File: config.mk
export PLATFORM = sky130hd
export DESIGN_NAME = load_store_unit
export DESIGN_NICKNAME = d
export VERILOG_FILES = /design/src/rtl/load_store_unit.sv
export SDC_FILE = /design/constraint.sdc
export NUM_CORES = 1
export LEC_CHECK = 0
export ABC_AREA = 1
export BUFFER_PORTS_ARGS = -buffer_cell sky130_fd_sc_hd__clkbuf_2
export CAP_MARGIN = 10
export CORE_ASPECT_RATIO = 1.5
export CORE_UTILIZATION = 44
export CTS_CLUSTER_DIAMETER = 100
export DETAILED_ROUTE_END_ITERATION = 10
export HOLD_SLACK_MARGIN = 0.05
export PLACE_DENSITY = 0.75
export SETUP_SLACK_MARGIN = 0.02
export SYNTH_ARGS = -nofsm -noshare
export SYNTH_HDL_FRONTEND = slang
export SYNTH_SLANG_ARGS = --single-unit
File: constraint.sdc
create_clock -name clk -period 3.4 [get_ports clk]
set_input_delay 0.34 -clock clk [delete_from_list [all_inputs] [get_ports clk]]
set_output_delay 0.34 -clock clk [all_outputs]
set_load 0.01 [all_outputs]
File: src/rtl/load_store_unit.sv
// rtl/load_store_unit.sv - RV32I data-side load/store initiator for port1 of a byte-addressed sram.
// One request in flight; IDLE -> ACCESS -> RESP, or IDLE -> RESP when the request faults.
module load_store_unit #(
  parameter int REGISTER_WIDTH   = 32,
  parameter int MEM_DEPTH        = 4096,
  parameter int ALLOW_MISALIGNED = 0
) (
  input  logic                      clk,
  input  logic                      rst,
  input  logic                      req_valid,
  output logic                      req_ready,
  input  logic                      req_write,
  input  logic [2:0]                req_funct3,
  input  logic [REGISTER_WIDTH-1:0] req_address,
  input  logic [REGISTER_WIDTH-1:0] req_write_data,
  output logic                      resp_valid,
  input  logic                      resp_ready,
  output logic [REGISTER_WIDTH-1:0] resp_read_data,
  output logic [1:0]                resp_fault,
  output logic                      port1_write_en,
  output logic [REGISTER_WIDTH-1:0] port1_write_data,
  output logic [REGISTER_WIDTH-1:0] port1_address,
  output logic [3:0]                port1_byte_enable,
  input  logic [REGISTER_WIDTH-1:0] port1_read_data
);

  localparam logic [1:0] S_IDLE   = 2'd0;
  localparam logic [1:0] S_ACCESS = 2'd1;
  localparam logic [1:0] S_RESP   = 2'd2;

  localparam logic [1:0] F_OK      = 2'd0;
  localparam logic [1:0] F_MISALGN = 2'd1;
  localparam logic [1:0] F_FUNCT3  = 2'd2;
  localparam logic [1:0] F_RANGE   = 2'd3;

  logic [1:0]                r_state;
  logic                      r_write;
  logic [2:0]                r_funct3;
  logic [1:0]                r_fault;
  logic [REGISTER_WIDTH-1:0] r_read_data;
  logic                      r_write_en;
  logic [3:0]                r_byte_enable;
  logic [REGISTER_WIDTH-1:0] r_address;
  logic [REGISTER_WIDTH-1:0] r_write_data;

  logic [2:0]                w_size;
  logic [3:0]                w_byte_enable;
  logic                      w_funct3_illegal;
  logic                      w_misaligned;
  logic [REGISTER_WIDTH:0]   w_end_address;
  logic                      w_out_of_range;
  logic [1:0]                w_fault;
  logic [REGISTER_WIDTH-1:0] w_load_data;

  assign req_ready         = (r_state == S_IDLE);
  assign resp_valid        = (r_state == S_RESP);
  assign resp_read_data    = r_read_data;
  assign resp_fault        = r_fault;
  assign port1_write_en    = r_write_en;
  assign port1_byte_enable = r_byte_enable;
  assign port1_address     = r_address;
  assign port1_write_data  = r_write_data;

  always_comb begin
    w_size        = 3'd4;
    w_byte_enable = 4'b1111;
    case (req_funct3[1:0])
      2'b00: begin w_size = 3'd1; w_byte_enable = 4'b0001; end
      2'b01: begin w_size = 3'd2; w_byte_enable = 4'b0011; end
      default: begin w_size = 3'd4; w_byte_enable = 4'b1111; end
    endcase
  end

  always_comb begin
    if (req_write) begin
      w_funct3_illegal = req_funct3[2] || (req_funct3[1:0] == 2'b11);
    end else begin
      w_funct3_illegal = (req_funct3 == 3'b011) || (req_funct3 == 3'b110) ||
                         (req_funct3 == 3'b111);
    end
  end

  // The sram is byte-granular, so misalignment is a policy check only.
  assign w_misaligned = (ALLOW_MISALIGNED == 0) &&
                        (((req_funct3[1:0] == 2'b01) && req_address[0]) ||
                         ((req_funct3[1:0] == 2'b10) && (req_address[1:0] != 2'b00)));

  // One extra bit so an access near the top of the address space cannot wrap into range.
  assign w_end_address  = {1'b0, req_address} + {{(REGISTER_WIDTH-2){1'b0}}, w_size};
  assign w_out_of_range = w_end_address > (REGISTER_WIDTH+1)'(MEM_DEPTH);

  always_comb begin
    w_fault = F_OK;
    if (w_funct3_illegal) begin
      w_fault = F_FUNCT3;
    end else if (w_misaligned) begin
      w_fault = F_MISALGN;
    end else if (w_out_of_range) begin
      w_fault = F_RANGE;
    end
  end

  always_comb begin
    w_load_data = port1_read_data;
    case (r_funct3)
      3'b000: w_load_data = {{24{port1_read_data[7]}}, port1_read_data[7:0]};
      3'b100: w_load_data = {24'd0, port1_read_data[7:0]};
      3'b001: w_load_data = {{16{port1_read_data[15]}}, port1_read_data[15:0]};
      3'b101: w_load_data = {16'd0, port1_read_data[15:0]};
      default: w_load_data = port1_read_data;
    endcase
  end

  always_ff @(posedge clk or posedge rst) begin
    if (rst) begin
      r_state       <= S_IDLE;
      r_write       <= 1'b0;
      r_funct3      <= 3'd0;
      r_fault       <= F_OK;
      r_read_data   <= '0;
      r_write_en    <= 1'b0;
      r_byte_enable <= 4'd0;
      r_address     <= '0;
      r_write_data  <= '0;
    end else begin
      case (r_state)
        S_IDLE: begin
          if (req_valid) begin
            r_write  <= req_write;
            r_funct3 <= req_funct3;
            r_fault  <= w_fault;
            if (w_fault != F_OK) begin
              r_read_data <= '0;
              r_state     <= S_RESP;
            end else begin
              r_address <= req_address;
              if (req_write) begin
                r_write_en    <= 1'b1;
                r_byte_enable <= w_byte_enable;
                r_write_data  <= req_write_data;
              end
              r_state <= S_ACCESS;
            end
          end
        end
        S_ACCESS: begin
          // The sram read is combinational, so load data is sampled on the edge ending ACCESS.
          r_write_en    <= 1'b0;
          r_byte_enable <= 4'd0;
          r_read_data   <= r_write ? '0 : w_load_data;
          r_state       <= S_RESP;
        end
        S_RESP: begin
          if (resp_ready) begin
            r_state <= S_IDLE;
          end
        end
        default: r_state <= S_IDLE;
      endcase
    end
  end

endmodule

After elaboration in Yosys (flattened, before gate mapping)
Cells that the tools add are included.
{"block": "word_totals", "reg_bits": 109, "input_bits": 104}
{"block": "op_classes", "add_sub_neg": 1, "magnitude_cmp": 1, "n_eq_ne": 16, "n_mux": 23, "bitwise": 1, "reduce_logical": 18}
{"op": "$pmux W32 S4", "n": 1}
{"op": "$mux W32", "n": 3}
{"op": "$pmux W32 S2", "n": 1}
{"op": "$add A32 B3 Y33", "n": 1}
{"op": "$gt A33 B13 Y1 const B", "n": 1}
{"op": "$pmux W4 S2", "n": 2}
{"op": "$eq A3 B3 Y1 const B", "n": 4}
{"op": "$mux W2", "n": 6}
{"op": "$mux W4", "n": 3}
{"op": "$reduce_and A4 Y1", "n": 2}
{"op": "$eq A2 B2 Y1 const B", "n": 3}
{"op": "$ne A2 B1 Y1 const B", "n": 3}
{"op": "$pmux W2 S3", "n": 1}
{"op": "$pmux W3 S2", "n": 1}
{"op": "$reduce_and A3 Y1", "n": 2}
{"op": "$reduce_bool A2 Y1", "n": 3}
{"op": "$eq A2 B1 Y1 const B", "n": 2}
{"op": "$logic_not A2 Y1", "n": 2}
{"op": "$logic_or A1 B1 Y1", "n": 4}
{"op": "$mux W1", "n": 4}
{"op": "$ne A2 B2 Y1 const B", "n": 2}
{"op": "$reduce_and A2 Y1", "n": 2}
{"op": "$eq A3 B1 Y1 const B", "n": 1}
{"op": "$eq A3 B2 Y1 const B", "n": 1}
{"op": "4 further kinds", "n": 5}

Logic depth before layout (Yosys ltp)
Gate-level depths: netlist (run 1).
{"block": "logic_depth", "ltp_word": 11, "mapped_depth": 21}

Least setup slack after synthesis (run 1)
Ideal clock, no wire load.
{"block": "synth_timing", "kind": "input to register", "startpoint": "in req_funct3[0]", "endpoint": "reg r_write_data[20] (netlist: port1_write_data[20])", "arrival_time_ns": 2.658, "required_time_ns": 3.335, "slack_ns": 0.677, "stages": 19, "n_path_buf": 2, "cell_sequence": "nor2_1 ha_1 fa_1 or2_2 nor2_1 nand2_1 nor2_1 nand2_1 nor2_1 nand3_1 nand2_1 inv_1 nor2_1 nand4_1 nor2_1 buf_4 buf_12 nand3_2 nand2_1"}
{"block": "synth_between", "elab_chain_len": 10}
{"item": "from (decl)", "line_no": "13", "source": "input logic [2:0] req_funct3,"}
{"item": "$eq A2 B1 Y1 / $logic_not A2 Y1 (equally long branches)", "line_no": "67, 85"}
{"item": "$pmux W3 S2", "line_no": "67", "source": "case (req_funct3[1:0])"}
{"item": "$add A32 B3 Y33", "line_no": "89", "source": "assign w_end_address = {1'b0, req_address} + {{(REGISTER_WIDTH-2){1'b0}}, w_size};"}
{"item": "$gt A33 B13 Y1", "line_no": "90", "source": "assign w_out_of_range = w_end_address > (REGISTER_WIDTH+1)'(MEM_DEPTH);"}
{"item": "$mux W2", "line_no": "98", "source": "end else if (w_out_of_range) begin"}
{"item": "$mux W2", "line_no": "96", "source": "end else if (w_misaligned) begin"}
{"item": "$mux W2 *", "line_no": "94", "source": "if (w_funct3_illegal) begin"}
{"item": "$reduce_bool A2 Y1 *", "line_no": "132", "source": "if (w_fault != F_OK) begin"}
{"item": "$not A1 Y1 (no source line) *"}
{"item": "$reduce_and A4 Y1 (no source line) *"}
{"item": "to (signal assigned)", "line_no": "140", "source": "r_write_data <= req_write_data;"}
{"item": "to (decl)", "line_no": "44", "source": "logic [REGISTER_WIDTH-1:0] r_write_data;"}
Mark *: on every way between the ends. The rest lies on a longest branch, timed or not.
A chain may end at the register's enable or synchronous reset.

Worst setup path in the final report (run 1)
{"block": "layout_timing", "startpoint": "in req_funct3[0]", "endpoint": "reg r_write_data[3] (netlist: port1_write_data[3])"}
The elaborated chain is that of the path after synthesis.

==> qor.csv, run 1 <==
metric,value,unit
Syn-to-layout area delta,26.2,%
vias in the first global route,5233,
"Seq/Total Area, Yosys",0.461,
CTS tree,done,
core area,13000,um^2
max-slew violations,0,
met2 usage,0.407,
post-CTS setup buffer count,0,
global-route track usage on met1,0.272,
"Slowest-stage cell, CP",nor2_1,
routability cong.,0.949,
"Largest delay share family, worst path",simple AND/OR/NAND/NOR gates,
Rows,51,
CP Launch Type,input pin,
pin count of the biggest net entering global routing,60,
Critical Path RT,3.64,ns
drt total wl,16200,um
maximum clock frequency,0.351,GHz
die width,95.8,um
CP Capture Type,flop,
worst vdd ir,287,uV
reg-to-reg startpoint,r_state[0],
drt wl/cell,13.7,um
"reg-to-reg slack, setup",1.44,ns
DRT Pass-1 Iters,8,
clock latency on the worst-skew pair,0.35,ns
# diodes,0,
clock sink count,107,
mean post-synth cell area,7.14,um^2
crit path from,req_funct3[0],
syn nets,921,
Post-layout nets,1125,
setup TNS,0,ns
met3 Track Usage GR,0.0389,
Crit Path Category,input pin to flop,
All-Layer GR Usage,0.234,
"Most Used Layer, Global Route",met2,
Crit Reg-Reg Endpoint,port1_write_data[3],
Final Power,2.77,mW
Max Cap Viol,0,
synthesized cell area,5810,um^2
share of layout cells above drive strength 1,0.265,
root buf cell,clkbuf_16,
clock transition at the registers of the reported paths,0.08,ns
first-pass GRT wire length,24500,um
Power Density,378,nW/um^2
post-layout minimum cycle time,2.85,ns
CP cell instances,clkbuf_2 > inv_1 > nor2_1 > ha_1 > nand2_1 > nand2_1 > nand3_1 > nor2_1 > nand2_1 > nand2_1 > nand2_1 > nor2_1 > nand2_1 > nor2_1 > nand3_1 > nor3_2 > nand4_1 > buf_4 > nand2_1 > nand2_1,
#FFs+latches synth,107,
"Data arrival, critical path",3.09,ns
worst relative slew slack,0.311,
Worst Path Max Fanout,32,
via count,5727,
Worst-Margin Slew,1.03,ns
Fin Clk Skew,0.00508,ns
CTS resizes,0,
Synth Warn #,0,
crit share post-route,0.838,
CTS Buffer Depth,2,
Worst path most repeated cell,nand2_1,
die height,143,um
vias per cell,4.85,
"Hold-fix buffers, CTS",0,
Initial Util,0.448,
leakage power,4.43,nW
run status,"complete, but fails checks",
Overflow after GRT,0,
initial antenna violation count,0,
RSZ-0062 raised after global routing,false,
Hold Fails Final Rpt,0,
Gate Count Post-Synth,813,
Final setup viols,0,
dpl hpwl,12600,um
r2r worst-path depth,7,
failing checks,DRC,
H-tree Lvls,3,
number of top-level pins,209,
Num CTS Buffers,9,
pre-CTS WS,0.206,ns
final worst slack,0.550,ns
die area,13700,um^2
DRC violations left,2,
I/O Buffers,208,
ANT nets after route,0,
first-iteration detailed-routing DRC count,280,
"Largest stage delay, worst path",0.42,ns
Worst Hold Class,input pin to asynchronous set/reset pin,
Crit path buffers/inverters,3,
Unique masters post-synth,31,
==> sequential cells by signal (all words and copies together), names as in the netlist <==
signal,cells
port1_address,32
port1_write_data,32
resp_fault,2
resp_read_data,32
r_state,2
port1_byte_enable,3
r_funct3,3
r_write,1
==> kinds of logic after synthesis <==
family,after synthesis,share of synthesized area
buffers and inverters,107,0.0802
AND/OR/NAND/NOR,542,0.399
XOR/XNOR,2,0.00302
adder cells (fa/ha/maj),4,0.00991
flip-flops,107,0.461
AO/OA/AOI/OAI,51,0.0463
==> per-stage QoR <==
stage | hold WS (ns) | instances | cell area [um^2] | util
after global routing | 0.177 | 1181 | 7330 | 0.566
final | 0.126 | 1181 | 7330 | 0.566
after CTS | 0.146 | 1181 | 7330 | 0.566
after detailed placement | 0.451 | 1165 | 7010 | 0.541
after floorplan | 0.430 | 813 | 5810 | -
after global placement | 0.449 | 1165 | 7010 | 0.541
==> cell usage after synthesis (all sizes together) <==
master  number  share of area
a21oi        3         0.0032
nand3       62          0.073
a311oi       1         0.0015
inv         82          0.053
buf         17          0.022
or2          2         0.0022
a21boi       1         0.0013
nor2        92          0.066
xor2         2         0.0030
nand2      370           0.24
dfrtp      107           0.46
fa           1         0.0034
nand4        5         0.0054
ha           3         0.0065
and3         1         0.0011
o22a         1         0.0015
nor3         3         0.0034
o21ai       45          0.039
nand3b       7         0.0090
clkbuf       8         0.0052
==> worst max path at each step <==
stage / end / slack, ns / depth (start not counted)
floorplan: port1_address[0] / 0.24 / 1
global placement: r_state[1] / 0.26 / 20
detailed placement: port1_write_data[3] / 0.21 / 20
CTS: port1_write_data[3] / 0.57 / 20
global route: port1_address[10] / 0.33 / 19
finish: port1_write_data[3] / 0.55 / 20
==> layout by cell type (no fill, tap or decap), drive strengths merged, types with 5 or more instances in the layout <==
cell	instances
nor2	92
clkbuf	217
inv	86
dfrtp	107
nand3	62
buf	10
nand2	370
o21ai	45
nand3b	7
nand4	5
==> per-layer routing <==
metal,vias up,wire length [um]
met5,-,0
met4,0,693
met3,45,810
met2,202,8220
met1,2577,6430
li1,2903,-
==> area by class of cell <==
type,instances,area (um^2)
clock inverters,7,91.3
fillers,1305,5630
well taps,159,199
clock buffers,9,225
repair buffers,218,1150
flip-flops and latches,107,2680
inverters,82,310
multi-input cells,599,2670
==> power by group <==
group	total, mW	switching [mW]	leakage (nW)	internal (mW)
combinational	0.366	0.236	2.80	0.131
clock	1.07	0.538	0.152	0.535
sequential	1.33	0.0301	1.48	1.30
No activity file was read; power rests on OpenSTA's default activity.
==> inputs of run 2 (changes only) <==
Settings changed: ABC_AREA 1 to 0, PLACE_DENSITY 0.75 to 0.77.
Clock period 3.4 ns to 2.91 ns, I/O delays scaled along.
==> run 2 against run 1 <==
Compared with the run above: the run ends with setup timing left; final cell count down 24%; clock power grew 19%; via count fell by 15%; clock-buffer cell count grew 1; critical path depth down 7; sequential power is 15% higher; wire length fell by 2.1%; die area down 11%; critical endpoint is now port1_write_data[17]; synthesized cell count fell by 41%; utilization rose by 11 points; clock skew rose by 0.0038 ns; register-to-register slack worse by 0.93 ns.
==> qor.csv, run 2 <==
metric,value,unit,change
run status,"complete, but fails checks",,
failing checks,setup timing,,
Critical Path RT,3.14,ns,-0.50 ns
crit share post-route,1.07,,
die height,135,um,-5.7%
mean post-synth cell area,10.7,um^2,+50%
FILL cells,856,,-34%
Net Sw Power,849,uW,+5.5%
first-iteration detailed-routing DRC count,211,,-25%
maximum clock frequency,0.322,GHz,
H-tree Lvls,3,,unchanged
internal power,2.39,mW,+22%
clock transition at the registers of the reported paths,0.07,ns,about the same
#FFs+latches synth,107,,unchanged
core area,11500,um^2,-11%
Worst-Margin Slew,0.755,ns,-0.274 ns
"count leader, synth",dfrtp_1,,
worst relative slew slack,0.496,,+0.185
clock latency on the worst-skew pair,0.35,ns,about the same
root buf cell,clkbuf_16,,
Syn-to-layout area delta,50.8,%,
"Top FF cell, synth",dfrtp_1,,
final core occ,0.677,,+0.111
Synth Warn #,0,,unchanged
Post-synth EDFFs,0,,unchanged
leakage power,4.04,nW,-8.6%
cell taking the most area after synthesis,dfrtp_1,,
vias per cell,5.41,,+12%
max-slew violations,0,,unchanged
die area,12200,um^2,-11%
worst vdd ir,276,uV,-3.8%
via count,4872,,-15%
final worst slack,-0.191,ns,-0.742 ns
Hold Fails Final Rpt,0,,unchanged
routability cong.,0.905,,-4.7%
"most common cell after layout, fill and taps aside",clkbuf_2,,
Post-layout nets,853,,-24%
Worst Hold Depth,3,,
area post-placement,6830,um^2,-2.6%
die width,90.3,um,-5.7%
Crit Path Category,input pin to flop,,
clock sink count,107,,unchanged
I/O Buffers,208,,unchanged
All-Layer GR Usage,0.253,,+0.0192
Flop pwr share,0.471,,-0.009
Rows,48,,-5.9%
Worst Hold Class,input pin to flop,,
post-layout minimum cycle time,3.10,ns,
DRC violations left,0,,-2
Overflow after GRT,0,,unchanged
"Data arrival, critical path",3.33,ns,+0.24 ns
Worst Path Max Fanout,32,,unchanged
number of top-level pins,209,,unchanged
commonest cells in the netlist,"dfrtp_1 (107), nand2_1 (83), o21ai_0 (66), mux2_4 (30), nor2b_1 (23)",,
Sw Ratio,0.262,,-0.0287
r2r worst-path depth,6,,-1
Synth top area share,0.520,,+0.0588
Final setup viols,93,,+93
ANT nets after route,0,,unchanged
DRT Pass-1 Iters,7,,-1
Max Cap Viol,0,,unchanged
Synth async-reset ratio,1.00,,unchanged
CTS tree,done,,
Finished Cell Area,7770,um^2,+6.0%
share of layout cells above drive strength 1,0.555,,+0.290
Final Power,3.24,mW,+17%
Fin Clk Skew,0.00887,ns,+0.00379 ns
synth top area cells,"dfrtp_1 (52%), mux2_4 (8.7%), o21ai_0 (6.4%), nand2_1 (6.0%), mux2_2 (3.5%)",,
Hold WS,0.154,ns,+0.0281 ns
CP Launch Type,input pin,,
vias in the first global route,4965,,-5.1%
Power Density,417,nW/um^2,+10%
most frequent cells in the layout,"clkbuf_2 (206), dfrtp_1 (107), nand2_1 (83)",,
CTS Buffer Depth,2,,unchanged
drt wl/cell,17.6,um,+29%
RSZ-0062 raised after global routing,true,,
synthesized cell area,5150,um^2,-11%
"Seq/Total Area, Yosys",0.520,,+0.0588
# diodes,0,,unchanged
Gate Count Post-Synth,481,,-41%
power share of the clock group,0.391,,+0.004
dpl hpwl,11200,um,-11%
Initial Util,0.449,,+0.000677
pin count of the biggest net entering global routing,55,,-8.3%
drt total wl,15800,um,-2.1%
CP Capture Type,flop,,
Unique masters post-synth,57,,+84%
syn nets,589,,-36%
"reg-to-reg slack, setup",0.51,ns,-0.93 ns
first-pass GRT wire length,24200,um,-1.3%
Combinational Power Share,0.138,,+0.006
Num CTS Buffers,9,,unchanged
setup TNS,-8.16,ns,-8.16 ns
initial antenna violation count,0,,unchanged
-- run 2: changes by cell type after synthesis, moves of 11 or more --
cell | previous run | this run
nor2b_1 | 0 | 23
nand2_1 | 368 | 83
o21ai_1 | 11 | 0
mux2_2 | 0 | 16
nand3_1 | 41 | 13
mux2_4 | 0 | 30
inv_1 | 80 | 9
o21ai_0 | 34 | 66
nor2_1 | 86 | 20
nand3_2 | 20 | 2
-- run 2: power by group through the flow --
stage / Clock, mW / Sequential, mW / Combinational [mW]
2_1_floorplan: 0 / 1.55 / 0.195
3_3_place_gp: 0 / 1.56 / 0.380
3_5_place_dp: 0 / 1.56 / 0.390
4_1_cts: 1.30 / 1.53 / 0.412
5_1_grt: 1.35 / 1.53 / 0.489
6_report: 1.27 / 1.53 / 0.447
-- run 2: cell type report --
type / count / area (um^2) / area share
Sequential cell: 107 / 2680 / 0.345
Clock buffer: 10 / 229 / 0.0295
Timing Repair Buffer: 277 / 1830 / 0.236
Tap cell: 150 / 188 / 0.0242
Clock inverter: 6 / 83.8 / 0.0108
Inverter: 9 / 37.5 / 0.00483
Multi-Input combinational cell: 341 / 2720 / 0.350
-- run 2: final timing paths --
kind | start | end
setup / recovery | req_funct3[1] | port1_write_data[17]
hold / removal | port1_read_data[1] | resp_read_data[1]
setup reg to reg | r_state[0] | port1_write_data[17]
hold reg to reg | r_write | r_write
max in group asynchronous | rst | resp_read_data[17]
min in group asynchronous | rst | resp_read_data[6]
-- run 2: stage by stage --
step           cells  setup slack, ns
5_1_grt          900           -0.289
6_report         900           -0.191
2_1_floorplan    481           -0.442
4_1_cts          889           -0.180
3_3_place_gp     867           -0.567
3_5_place_dp     867           -0.619
-- run 2: critical path: stages --
cell and delay [ns]:
clkbuf_16 0.12, nor2_4 0.04, ha_4 0.16, fa_2 0.41
a21oi_4 0.25, nor4_2 0.09, mux2_2 0.23, a31oi_1 0.08
o41ai_2 0.40, nand3_2 0.14, or4_4 0.58, buf_12 0.21
mux2_4 0.32
-- run 2: timing repair --
| item | CTS | global route |
|---|---|---|
| setup buffers | 2 | 5 |
| pin swaps | 4 | 36 |
| gates cloned | 3 | 6 |
| hold buffers | 1 | 0 |
| setup endpoints to repair | 99 | 99 |
| gates resized for setup | 39 | 70 |
| hold endpoints to repair | 19 | 0 |
-- run 2: logic make-up after synthesis --
| group | share of synthesized area |
|---|---|
| adders and majority gates | 0.0112 |
| and+or+nand+nor | 0.176 |
| DFF | 0.520 |
| xor gates and xnor gates | 0.0153 |
| muxes | 0.126 |
| AOI/OAI and AO/OA | 0.120 |
| buffers and inverters | 0.0313 |
-- run 2: routing by layer --
metal  part of all wire  track usage  vias up  routed length [um]
met5                  0            0        -                   0
met4              0.045        0.134        0                 720
met3              0.047       0.0445       60                 751
met2               0.55        0.474      226                8700
met1               0.36        0.270     2357                5650
li1                   -            -     2229                   -
==> inputs of run 3 (changes only) <==
Settings changed: CAP_MARGIN 10 to 20, CORE_UTILIZATION 44 to 40, PLACE_DENSITY 0.77 to 0.71.
==> run 3 against run 2 <==
Compared with the run above: utilization fell by 4.4 points; critical path depth rose by 1; the run still ends with setup timing left; register-to-register slack gained 0.12 ns; hold slack better by 0.0027 ns; clock skew increased by 0.0049 ns; non-clock buffer count rose by 9.
==> qor.csv, run 3 (same netlist as run 2, synthesis figures left out) <==
metric,value,unit,change
run status,"complete, but fails checks",,
failing checks,setup timing,,
min-delay src,port1_read_data[5],,
number of top-level pins,209,,unchanged
Num CTS Buffers,9,,unchanged
Syn-to-layout area delta,53.9,%,
clock latency on the worst-skew pair,0.35,ns,about the same
die area,13300,um^2,+9.8%
clock sink count,107,,unchanged
internal power,2.36,mW,-1.2%
RSZ-0062 raised after global routing,true,,
dpl hpwl,10700,um,-4.6%
Initial Util,0.412,,-0.0374
initial antenna violation count,0,,unchanged
Rows,50,,+4.2%
r2r worst-path depth,6,,unchanged
sequential standard cell area,2680,um^2,unchanged
Crit Reg-Reg Endpoint,port1_write_data[8],,
Power Density,412,nW/um^2,-1.3%
Worst Hold Depth,3,,unchanged
drt total wl,15900,um,+0.74%
worst vdd ir,339,uV,+23%
vias in the first global route,4917,,-0.97%
"most common cell after layout, fill and taps aside",clkbuf_2,,
CP Capture Type,flop,,
first-pass GRT wire length,24100,um,-0.29%
Fin Clk Skew,0.0138,ns,+0.00489 ns
Hold Fails Final Rpt,0,,unchanged
die height,141,um,+4.8%
final worst slack,-0.337,ns,-0.146 ns
Overflow after GRT,0,,unchanged
worst relative slew slack,0.589,,+0.0926
"reg-to-reg slack, setup",0.63,ns,+0.12 ns
FILL cells,1011,,+18%
drt wl/cell,17.4,um,-0.91%
Finished Layout Cells,915,,+1.7%
crit share post-route,1.12,,+0.0502
post-layout minimum cycle time,3.25,ns,+0.146 ns
area post-placement,6850,um^2,+0.33%
root buf cell,clkbuf_16,,
Worst-Margin Slew,0.616,ns,-0.139 ns
Hold EP,resp_read_data[5],,
power share of the clock group,0.385,,-0.006
Post-layout nets,862,,+1.1%
Finished Cell Area,7930,um^2,+2.0%
Critical Path RT,3.13,ns,about the same
area of the multi-input gates,2730,um^2,+0.37%
Sw Ratio,0.276,,+0.0139
core area,12500,um^2,+9.1%
All-Layer GR Usage,0.233,,-0.0200
Final setup viols,99,,+6.5%
Max Cap Viol,0,,unchanged
leakage power,4.12,nW,+1.9%
DRT Pass-1 Iters,4,,-3
DRC violations left,0,,unchanged
clock transition at the registers of the reported paths,0.07,ns,about the same
Flop pwr share,0.468,,-0.003
CTS tree,done,,
Net Sw Power,900,uW,+6.0%
CP Launch Type,input pin,,
CTS Buffer Depth,2,,unchanged
I/O Buffers,208,,unchanged
share of layout cells above drive strength 1,0.556,,+0.00133
max-slew violations,0,,unchanged
# diodes,0,,unchanged
first-iteration detailed-routing DRC count,195,,-7.6%
pin count of the biggest net entering global routing,46,,-16%
vias per cell,5.28,,-2.4%
Combinational Power Share,0.146,,+0.008
Worst Hold Class,input pin to flop,,
via count,4833,,-0.80%
Worst Path Max Fanout,8,,-75%
maximum clock frequency,0.308,GHz,-4.5%
"Data arrival, critical path",3.47,ns,+0.14 ns
most frequent cells in the layout,"clkbuf_2 (206), dfrtp_1 (107), nand2_1 (83)",,
Placed Instances,875,,+0.92%
die width,94.6,um,+4.8%
Crit Path Category,input pin to flop,,
routability cong.,0.843,,-6.8%
reg-to-reg startpoint,r_state[0],,
H-tree Lvls,3,,unchanged
ANT nets after route,0,,unchanged
==> run 3: cell count changes in the layout (fill, tap and decap cells not counted), moves of 2 or more <==
cell and delta:
buf_16 +7, o21ai_1 +6, o21ai_2 -6, buf_4 +4, clkbuf_16 -4, nor2b_2 -3, nor2b_4 +2
==> run 3: power groups by stage <==
stage	combinational (mW)	clock (mW)	sequential, mW
global route	0.522	1.34	1.53
global placement	0.376	0	1.56
finish	0.478	1.26	1.53
CTS	0.457	1.29	1.53
floorplan	0.195	0	1.55
detailed placement	0.387	0	1.56
==> run 3: critical path: stages <==
cell and delay, ns:
buf_8 0.10, nor2_4 0.04, ha_4 0.15, fa_2 0.42, a21oi_4 0.29, buf_4 0.17, nand2_1 0.06, o21ai_0 0.11
a31oi_1 0.17, o41ai_4 0.40, nand3_2 0.13, or4_4 0.62, buf_16 0.20, mux2_4 0.30
==> run 3: worst max-delay path by stage <==
stage	start	end	slack (ns)	cells after the start
after CTS	req_funct3[0]	port1_write_data[13]	-0.33	12
after global routing	req_funct3[1]	port1_write_data[11]	-0.40	14
after floorplan	req_funct3[0]	port1_write_data[0]	-0.44	13
after global placement	req_funct3[1]	port1_write_data[17]	-0.63	13
after detailed placement	req_funct3[1]	port1_write_data[6]	-0.74	13
final	req_funct3[1]	port1_write_data[8]	-0.34	14
==> run 3: cell type report <==
class                      instances  share of cell area
tap                              156              0.0246
multi-input combinational        341               0.344
clock inverter                     6             0.00821
clock buffer                      10              0.0302
timing repair buffer             286               0.250
sequential                       107               0.338
inverter                           9             0.00474
==> run 3: per-layer routing <==
layer,track usage,vias to the layer above,wire length [um]
li1,-,2261,-
met1,0.271,2343,6110
met2,0.415,197,8670
met3,0.0394,32,698
met4,0.0997,0,463
met5,0,-,0
==> run 3: through the flow <==
| step | hold slack (ns) | utilization | setup slack [ns] | setup TNS, ns | total power [mW] |
|---|---|---|---|---|---|
| 2_1_floorplan | 0.396 | - | -0.442 | -21.89 | 1.74 |
| 3_3_place_gp | 0.461 | 0.548 | -0.630 | -52.41 | 1.93 |
| 3_5_place_dp | 0.471 | 0.548 | -0.742 | -64.16 | 1.94 |
| 4_1_cts | 0.142 | 0.609 | -0.333 | -23.78 | 3.27 |
| 5_1_grt | 0.154 | 0.633 | -0.405 | -33.10 | 3.39 |
| 6_report | 0.157 | 0.633 | -0.337 | -24.49 | 3.26 |
==> run 3: repair_timing <==
item                                    in CTS  in global routing
resized for setup                           77                 41
endpoints found under the setup margin      99                103
hold buffers                                 0                  1
pin swaps                                   10                  3
gates cloned                                 8                  2
endpoints found under the hold margin        0                  6
setup buffers                                7                  7
